File: config.mk
export PLATFORM = sky130hd
export DESIGN_NAME = stream_deinterleaver_flat
export DESIGN_NICKNAME = d
export VERILOG_FILES = /design/src/rtl/stream_deinterleaver_pkg.sv /design/src/rtl/stream_deinterleaver_if.sv /design/src/rtl/deint_lane_fifo.sv /design/src/rtl/stream_deinterleaver.sv /design/src/flat_wrapper.sv
export SDC_FILE = /design/constraint.sdc
export NUM_CORES = 1
export LEC_CHECK = 0
export CORE_ASPECT_RATIO = 1.5
export CORE_MARGIN = 1
export CORE_UTILIZATION = 31
export DETAILED_ROUTE_END_ITERATION = 12
export RECOVER_POWER = 50
export SYNTH_ARGS = -nofsm -noshare
export SYNTH_HDL_FRONTEND = slang
export SYNTH_HIERARCHICAL = 1
export SYNTH_SLANG_ARGS = --single-unit
export TNS_END_PERCENT = 5
File: constraint.sdc
create_clock -name clk -period 5.6 [get_ports clk]
set_clock_uncertainty 0.05 [all_clocks]
set_input_delay 1.12 -clock clk [delete_from_list [all_inputs] [get_ports clk]]
set_output_delay 1.12 -clock clk [all_outputs]
set_load 0.03 [all_outputs]
File: src/rtl/stream_deinterleaver_pkg.sv
`default_nettype none
// ============================================================================
// Module   : stream_deinterleaver_pkg
// Purpose  : Shared defaults and width helpers for the stream deinterleaver
//            (lane index width, total count width, lane pointer width).
// Ports    : none (package)
// Revision : 1.0 - initial release
// ============================================================================
package stream_deinterleaver_pkg;

  localparam int DEF_DATA_WIDTH = 8;
  localparam int DEF_NUM_LANES  = 2;
  localparam int DEF_LANE_DEPTH = 2;

  // Width of the next-lane index; kept at least one bit wide.
  function automatic int lane_idx_width(input int num_lanes);
    return (num_lanes > 1) ? $clog2(num_lanes) : 1;
  endfunction

  // Width able to hold 0..num_lanes*lane_depth inclusive.
  function automatic int count_width(input int num_lanes, input int lane_depth);
    return $clog2(num_lanes * lane_depth) + 1;
  endfunction

  // Lane pointer: index bits plus one wrap bit for full/empty detection.
  function automatic int ptr_width(input int lane_depth);
    return $clog2(lane_depth) + 1;
  endfunction

endpackage
`default_nettype wire

File: src/rtl/stream_deinterleaver_if.sv
`default_nettype none
// ============================================================================
// Module   : stream_deinterleaver_if
// Purpose  : Bundles the input stream, the per-lane output streams, the flush
//            and the status outputs of the stream deinterleaver.
// Signals  : in_data/in_valid/in_ready - single interleaved input stream
//            out_data/out_valid/out_ready - NUM_LANES lane streams, lane i
//                                           data at [i*DATA_WIDTH +: DATA_WIDTH]
//            clear     - synchronous flush
//            next_lane - lane receiving the next accepted word
//            count     - total words buffered over all lanes
// Modports : master (producer + lane consumers), slave (deinterleaver)
// Revision : 1.0 - initial release
// ============================================================================
interface stream_deinterleaver_if
  import stream_deinterleaver_pkg::*;
#(
  parameter int DATA_WIDTH = DEF_DATA_WIDTH,
  parameter int NUM_LANES  = DEF_NUM_LANES,
  parameter int LANE_DEPTH = DEF_LANE_DEPTH
) ();

  logic [DATA_WIDTH-1:0]                           in_data;
  logic                                            in_valid;
  logic                                            in_ready;
  logic [NUM_LANES*DATA_WIDTH-1:0]                 out_data;
  logic [NUM_LANES-1:0]                            out_valid;
  logic [NUM_LANES-1:0]                            out_ready;
  logic                                            clear;
  logic [lane_idx_width(NUM_LANES)-1:0]            next_lane;
  logic [count_width(NUM_LANES, LANE_DEPTH)-1:0]   count;

  modport master (
    output in_data, in_valid, out_ready, clear,
    input  in_ready, out_data, out_valid, next_lane, count
  );

  modport slave (
    input  in_data, in_valid, out_ready, clear,
    output in_ready, out_data, out_valid, next_lane, count
  );

endinterface
`default_nettype wire

File: src/rtl/deint_lane_fifo.sv
`default_nettype none
// ============================================================================
// Module   : deint_lane_fifo
// Purpose  : Small synchronous FIFO holding the words of one output lane.
// Ports    : clk, rstn (async active-low)
//            clear     - flush to empty, wins over push/pop
//            push/wr_data - write request (ignored when full)
//            pop       - read request (ignored when empty)
//            rd_data   - head word (stale when empty)
//            full, empty, occupancy - status
// Revision : 1.0 - initial release
// ============================================================================
module deint_lane_fifo
  import stream_deinterleaver_pkg::*;
#(
  parameter int DATA_WIDTH = DEF_DATA_WIDTH,
  parameter int LANE_DEPTH = DEF_LANE_DEPTH
) (
  input  logic                               clk,
  input  logic                               rstn,
  input  logic                               clear,
  input  logic                               push,
  input  logic                               pop,
  input  logic [DATA_WIDTH-1:0]              wr_data,
  output logic [DATA_WIDTH-1:0]              rd_data,
  output logic                               full,
  output logic                               empty,
  output logic [ptr_width(LANE_DEPTH)-1:0]   occupancy
);

  localparam int PW = ptr_width(LANE_DEPTH);
  localparam int IW = PW - 1;

  logic [PW-1:0]         wr_ptr;
  logic [PW-1:0]         rd_ptr;
  logic [DATA_WIDTH-1:0] mem [LANE_DEPTH];
  logic                  do_push;
  logic                  do_pop;

  // Same slot index with opposite wrap bits means the writer lapped the reader.
  assign full      = (wr_ptr[IW-1:0] == rd_ptr[IW-1:0]) && (wr_ptr[IW] != rd_ptr[IW]);
  assign empty     = (wr_ptr == rd_ptr);
  assign occupancy = wr_ptr - rd_ptr;
  assign do_push   = push && !full;
  assign do_pop    = pop && !empty;
  assign rd_data   = mem[rd_ptr[IW-1:0]];

  always_ff @(posedge clk or negedge rstn) begin
    if (!rstn) begin
      wr_ptr <= '0;
      rd_ptr <= '0;
      for (int i = 0; i < LANE_DEPTH; i++) begin
        mem[i] <= '0;
      end
    end else if (clear) begin
      wr_ptr <= '0;
      rd_ptr <= '0;
    end else begin
      if (do_push) begin
        mem[wr_ptr[IW-1:0]] <= wr_data;
        wr_ptr              <= wr_ptr + 1'b1;
      end
      if (do_pop) begin
        rd_ptr <= rd_ptr + 1'b1;
      end
    end
  end

endmodule
`default_nettype wire

File: src/rtl/stream_deinterleaver.sv
`default_nettype none
// ============================================================================
// Module   : stream_deinterleaver
// Purpose  : Splits one valid/ready stream into NUM_LANES lane streams in
//            strict round-robin order (word k -> lane k mod NUM_LANES), each
//            lane buffered in its own small FIFO.
// Ports    : clk  - clock
//            rstn - asynchronous active-low reset
//            bus  - stream_deinterleaver_if.slave (input stream, lane
//                   streams, clear, next_lane, count)
// Revision : 1.0 - initial release
// ============================================================================
module stream_deinterleaver
  import stream_deinterleaver_pkg::*;
#(
  parameter int DATA_WIDTH = DEF_DATA_WIDTH,
  parameter int NUM_LANES  = DEF_NUM_LANES,
  parameter int LANE_DEPTH = DEF_LANE_DEPTH
) (
  input  logic                  clk,
  input  logic                  rstn,
  stream_deinterleaver_if.slave bus
);

  localparam int             LW        = lane_idx_width(NUM_LANES);
  localparam int             CW        = count_width(NUM_LANES, LANE_DEPTH);
  localparam int             PW        = ptr_width(LANE_DEPTH);
  localparam logic [LW-1:0]  LAST_LANE = LW'(NUM_LANES - 1);

  logic [LW-1:0]                   next_lane;
  logic [NUM_LANES-1:0]            lane_full;
  logic [NUM_LANES-1:0]            lane_empty;
  logic [NUM_LANES-1:0]            lane_push;
  logic [NUM_LANES-1:0]            lane_pop;
  logic [PW-1:0]                   lane_occ [NUM_LANES];
  logic [NUM_LANES*DATA_WIDTH-1:0] lane_data;
  logic [CW-1:0]                   total;
  logic                            accept;

  // Only the target lane gates the input, so a full lane stalls the stream
  // even when others have room; this keeps the round-robin order intact.
  assign bus.in_ready  = !lane_full[next_lane];
  assign accept        = bus.in_valid && bus.in_ready && !bus.clear;
  assign lane_pop      = bus.out_valid & bus.out_ready;
  assign bus.out_valid = ~lane_empty;
  assign bus.out_data  = lane_data;
  assign bus.next_lane = next_lane;
  assign bus.count     = total;

  always_comb begin
    lane_push = '0;
    if (accept) begin
      lane_push[next_lane] = 1'b1;
    end
  end

  // Total occupancy is the sum of the registered lane occupancies, so it
  // moves on the same edge as the pushes and pops that change it.
  always_comb begin
    total = '0;
    for (int i = 0; i < NUM_LANES; i++) begin
      total = total + CW'(lane_occ[i]);
    end
  end

  always_ff @(posedge clk or negedge rstn) begin
    if (!rstn) begin
      next_lane <= '0;
    end else if (bus.clear) begin
      next_lane <= '0;
    end else if (accept) begin
      next_lane <= (next_lane == LAST_LANE) ? '0 : next_lane + 1'b1;
    end
  end

  for (genvar i = 0; i < NUM_LANES; i++) begin : g_lane
    deint_lane_fifo #(
      .DATA_WIDTH (DATA_WIDTH),
      .LANE_DEPTH (LANE_DEPTH)
    ) u_fifo (
      .clk       (clk),
      .rstn      (rstn),
      .clear     (bus.clear),
      .push      (lane_push[i]),
      .pop       (lane_pop[i]),
      .wr_data   (bus.in_data),
      .rd_data   (lane_data[i*DATA_WIDTH +: DATA_WIDTH]),
      .full      (lane_full[i]),
      .empty     (lane_empty[i]),
      .occupancy (lane_occ[i])
    );
  end

endmodule
`default_nettype wire

File: src/flat_wrapper.sv
// flat-port wrapper written by rule: the top's interface ports become plain ports
module stream_deinterleaver_flat import stream_deinterleaver_pkg::*;
#(
  parameter int DATA_WIDTH = DEF_DATA_WIDTH,
  parameter int NUM_LANES  = DEF_NUM_LANES,
  parameter int LANE_DEPTH = DEF_LANE_DEPTH
)
  (clk, rstn, bus_in_data, bus_in_valid, bus_out_ready, bus_clear, bus_in_ready, bus_out_data, bus_out_valid, bus_next_lane, bus_count);
  stream_deinterleaver_if #(.DATA_WIDTH(DATA_WIDTH), .NUM_LANES(NUM_LANES), .LANE_DEPTH(LANE_DEPTH)) bus_i ();
  input  logic clk;
  input  logic rstn;
  input wire logic [$bits(bus_i.in_data)-1:0] bus_in_data;
  input wire logic [$bits(bus_i.in_valid)-1:0] bus_in_valid;
  input wire logic [$bits(bus_i.out_ready)-1:0] bus_out_ready;
  input wire logic [$bits(bus_i.clear)-1:0] bus_clear;
  output wire logic [$bits(bus_i.in_ready)-1:0] bus_in_ready;
  output wire logic [$bits(bus_i.out_data)-1:0] bus_out_data;
  output wire logic [$bits(bus_i.out_valid)-1:0] bus_out_valid;
  output wire logic [$bits(bus_i.next_lane)-1:0] bus_next_lane;
  output wire logic [$bits(bus_i.count)-1:0] bus_count;
  assign bus_i.in_data = bus_in_data;
  assign bus_i.in_valid = bus_in_valid;
  assign bus_i.out_ready = bus_out_ready;
  assign bus_i.clear = bus_clear;
  assign bus_in_ready = bus_i.in_ready;
  assign bus_out_data = bus_i.out_data;
  assign bus_out_valid = bus_i.out_valid;
  assign bus_next_lane = bus_i.next_lane;
  assign bus_count = bus_i.count;
  stream_deinterleaver #(.DATA_WIDTH(DATA_WIDTH), .NUM_LANES(NUM_LANES), .LANE_DEPTH(LANE_DEPTH)) u_core (.clk(clk), .rstn(rstn), .bus(bus_i));
endmodule
==> flow_summary.json <==
{
  "status": "finished with violations",
  "failed_checks": "DRC, capacitance limit, slew limit",
  "area_delta_synth_final_pct": 22.0,
  "timing.hold.ws_ps": 456,
  "drt_wl_total_um": 4900,
  "cp_top_family": "adder cells",
  "nFillCells": 656,
  "clock_sinks": 41,
  "syn-cell-area_um2": 2230,
  "portBuffers": 36,
  "cp.arrival_ps": 3060,
  "coreArea_um2": 6900,
  "gr-total-overflow": 0,
  "htreeDepth": 2,
  "fmax_mhz": 236,
  "p_per_area_nw_per_um2": 414,
  "first_iter_violations": 110,
  "cts_root_buf": "clkbuf_8",
  "seq_area_frac_synth": 0.460,
  "ir_worst_vdd_v": 0.000159,
  "p_switching_uw": 431,
  "clk_latency_ps": 300,
  "grt_max_degree": 42,
  "p_sw_frac": 0.383,
  "syn_inst": 194,
  "sequentialPowerShare": 0.368,
  "rsz0062_at_grt": "no",
  "hold_viol": 0,
  "grt_pass1_vias": 1606,
  "rows": 37,
  "track_usage": 0.143,
  "dieHeight_um": 106,
  "dp_slack_ps": 1720,
  "end_kind": "output pin",
  "dpl.hpwl_um": 3310,
  "cts_tree": "done",
  "slew-limit-headroom": -0.474,
  "required_ps": 4430,
  "final_cell_mix": "dfrtp_1, clkdlybuf4s50_1, a22o_1",
  "dieWidth_um": 71.2,
  "critPathKind": "register to output pin",
  "fin_crit_sh": 0.756,
  "critPathMaxFanout": 15,
  "reg2regPathDepth": 7,
  "power_frac_clock": 0.188,
  "synth_flop_cell": "dfrtp_1",
  "ctsHoldBuffers": 0,
  "fin_nets": 248,
  "fp.dieArea_um2": 7540,
  "setup_viol": 0,
  "grt_first_pass_wirelength_um": 8220,
  "setup_slack_ps": 1370,
  "cp_num_buf_inv": 4,
  "ys_ff_latch": 41,
  "antenna_found_initial": 0,
  "cts_buffer_depth": 2,
  "final_area_um2": 2720,
  "worst_pin_slew_ps": 2210,
  "gp_congestion": 0.776,
  "avgViaCountPerCell": 5.21,
  "crit_path_start_kind": "register",
  "internal_power_uw": 695,
  "drc": 1,
  "cp_cell_sequence": "ha_1, inv_1, ha_1, inv_1, fa_1, inv_1, clkdlybuf4s50_1",
  "drt_first_pass_iters": 8,
  "maxCapViolations": 1,
  "timing.critical_path.mode_cell": "inv_1",
  "layout-drive-gt1-share": 0.190,
  "antenna_cells": 0,
  "final_common_cell": "dfrtp_1",
  "comb_power_share": 0.443,
  "cts_setup_buffers": 0,
  "clk_pin_slew_ps": 90,
  "post-route-util": 0.394,
  "fin_setup_tns_ps": 0,
  "synth_edf_count": 0,
  "placed_area_um2": 2640,
  "finalCriticalPeriod_ps": 4230,
  "max_stage_delay_ps": 660,
  "start_util": 0.323,
  "whs_path_depth": 1,
  "wire_per_inst_um": 15.9,
  "critPathSlowestCell": "clkdlybuf4s50_1",
  "finalMaxSlewViolations": 42,
  "drtAntennaViolNets": 0,
  "async_flop_share": 1.00,
  "leakage_nw": 1.18,
  "postSynthNetCount": 212,
  "syn_avg_cell_area_um2": 11.5,
  "num_vias": 1611,
  "path_depth": 7,
  "boundaryPins": 37,
  "holdCritPathClass": "register to register",
  "ys_types": 32,
  "cts_buffers": 5,
  "yosysWarnings": 6,
  "cts_resized": 0
}
-- final timing paths --
| check | start | endpoint | slack (ps) |
|---|---|---|---|
| setup / recovery | u_core/g_lane[1].u_fifo/rd_ptr[0] | bus_count[1] | 1370 |
| hold / removal | u_core/g_lane[0].u_fifo/mem[11] | u_core/g_lane[0].u_fifo/mem[11] | 460 |
| setup reg to reg | u_core/g_lane[0].u_fifo/rd_ptr[0] | u_core/g_lane[0].u_fifo/mem[3] | 2350 |
| hold reg to reg | u_core/g_lane[0].u_fifo/mem[11] | u_core/g_lane[0].u_fifo/mem[11] | 460 |
| max in group asynchronous | rstn | u_core/bus.next_lane | 2830 |
| min in group asynchronous | rstn | u_core/g_lane[0].u_fifo/mem[2] | 1410 |
-- Yosys cell counts, drive strengths merged (3+ instances only) --
master  count  share of area
buf         4          0.015
dfrtp      41           0.46
nor4b       3          0.019
mux2       16          0.081
a21oi      10          0.029
ha          3          0.017
a22o       32           0.14
nor2       10          0.017
nand3       6          0.013
nand2       4         0.0067
xnor2       4          0.016
inv        12          0.020
a211o       4          0.017
nor2b      18          0.051
nand2b      5          0.014
mux2i       3          0.013
clkbuf      4         0.0067
-- worst reg2reg max path: stages (launching register included) --
cell and delay (ps):
dfrtp_1 710, ha_1 470, inv_1 160, nor2_1 70, nor4b_1 680, nand2_1 250, a211o_1 470, a22o_1 290
-- metal layers --
metal  vias to the layer above  share of wire  GRT usage
met3                         7          0.030     0.0287
met1                       795           0.45      0.184
met5                         -              0          0
met4                         0          0.020     0.0629
met2                        33           0.50      0.230
li1                        776              -          -
-- sequential cells by signal, summed over array words and instances (netlist names) --
signal	flops
u_core/bus.next_lane	1
u_core/g_lane.u_fifo/mem	32
u_core/g_lane.u_fifo/wr_ptr	4
u_core/g_lane.u_fifo/rd_ptr	4
-- cells by family after synthesis --
| logic type | after synthesis | share of synthesized area |
|---|---|---|
| AOI/OAI and AO/OA | 53 | 0.208 |
| xor gates and xnor gates | 6 | 0.0303 |
| adders and majority gates | 4 | 0.0258 |
| buffers and inverters | 20 | 0.0415 |
| DFF | 41 | 0.460 |
| muxes | 19 | 0.0943 |
| and+or+nand+nor | 51 | 0.139 |
-- area by class of cell --
cell class / count / area, µm² / share of cell area
well taps: 78 / 97.6 / 0.0359
repair buffers: 37 / 362 / 0.133
clock buffers: 5 / 68.8 / 0.0253
clock inverters: 3 / 25.0 / 0.00921
flip-flops and latches: 41 / 1030 / 0.378
multi-input cells: 133 / 1090 / 0.402
inverters: 12 / 45.0 / 0.0166
-- power groups by stage --
stage | logic (mW) | registers [mW] | clock network, mW
6_report | 0.499 | 0.415 | 0.212
3_3_place_gp | 0.505 | 0.419 | 0
3_5_place_dp | 0.504 | 0.419 | 0
5_1_grt | 0.533 | 0.425 | 0.231
4_1_cts | 0.507 | 0.414 | 0.218
2_1_floorplan | 0.351 | 0.397 | 0
-- per-stage QoR --
| step | power (mW) | cells |
|---|---|---|
| 6_report | 1.13 | 309 |
| 2_1_floorplan | 0.748 | 194 |
| 4_1_cts | 1.14 | 309 |
| 3_3_place_gp | 0.924 | 301 |
| 5_1_grt | 1.19 | 309 |
| 3_5_place_dp | 0.923 | 301 |
No activity file was read; power rests on OpenSTA's default activity.
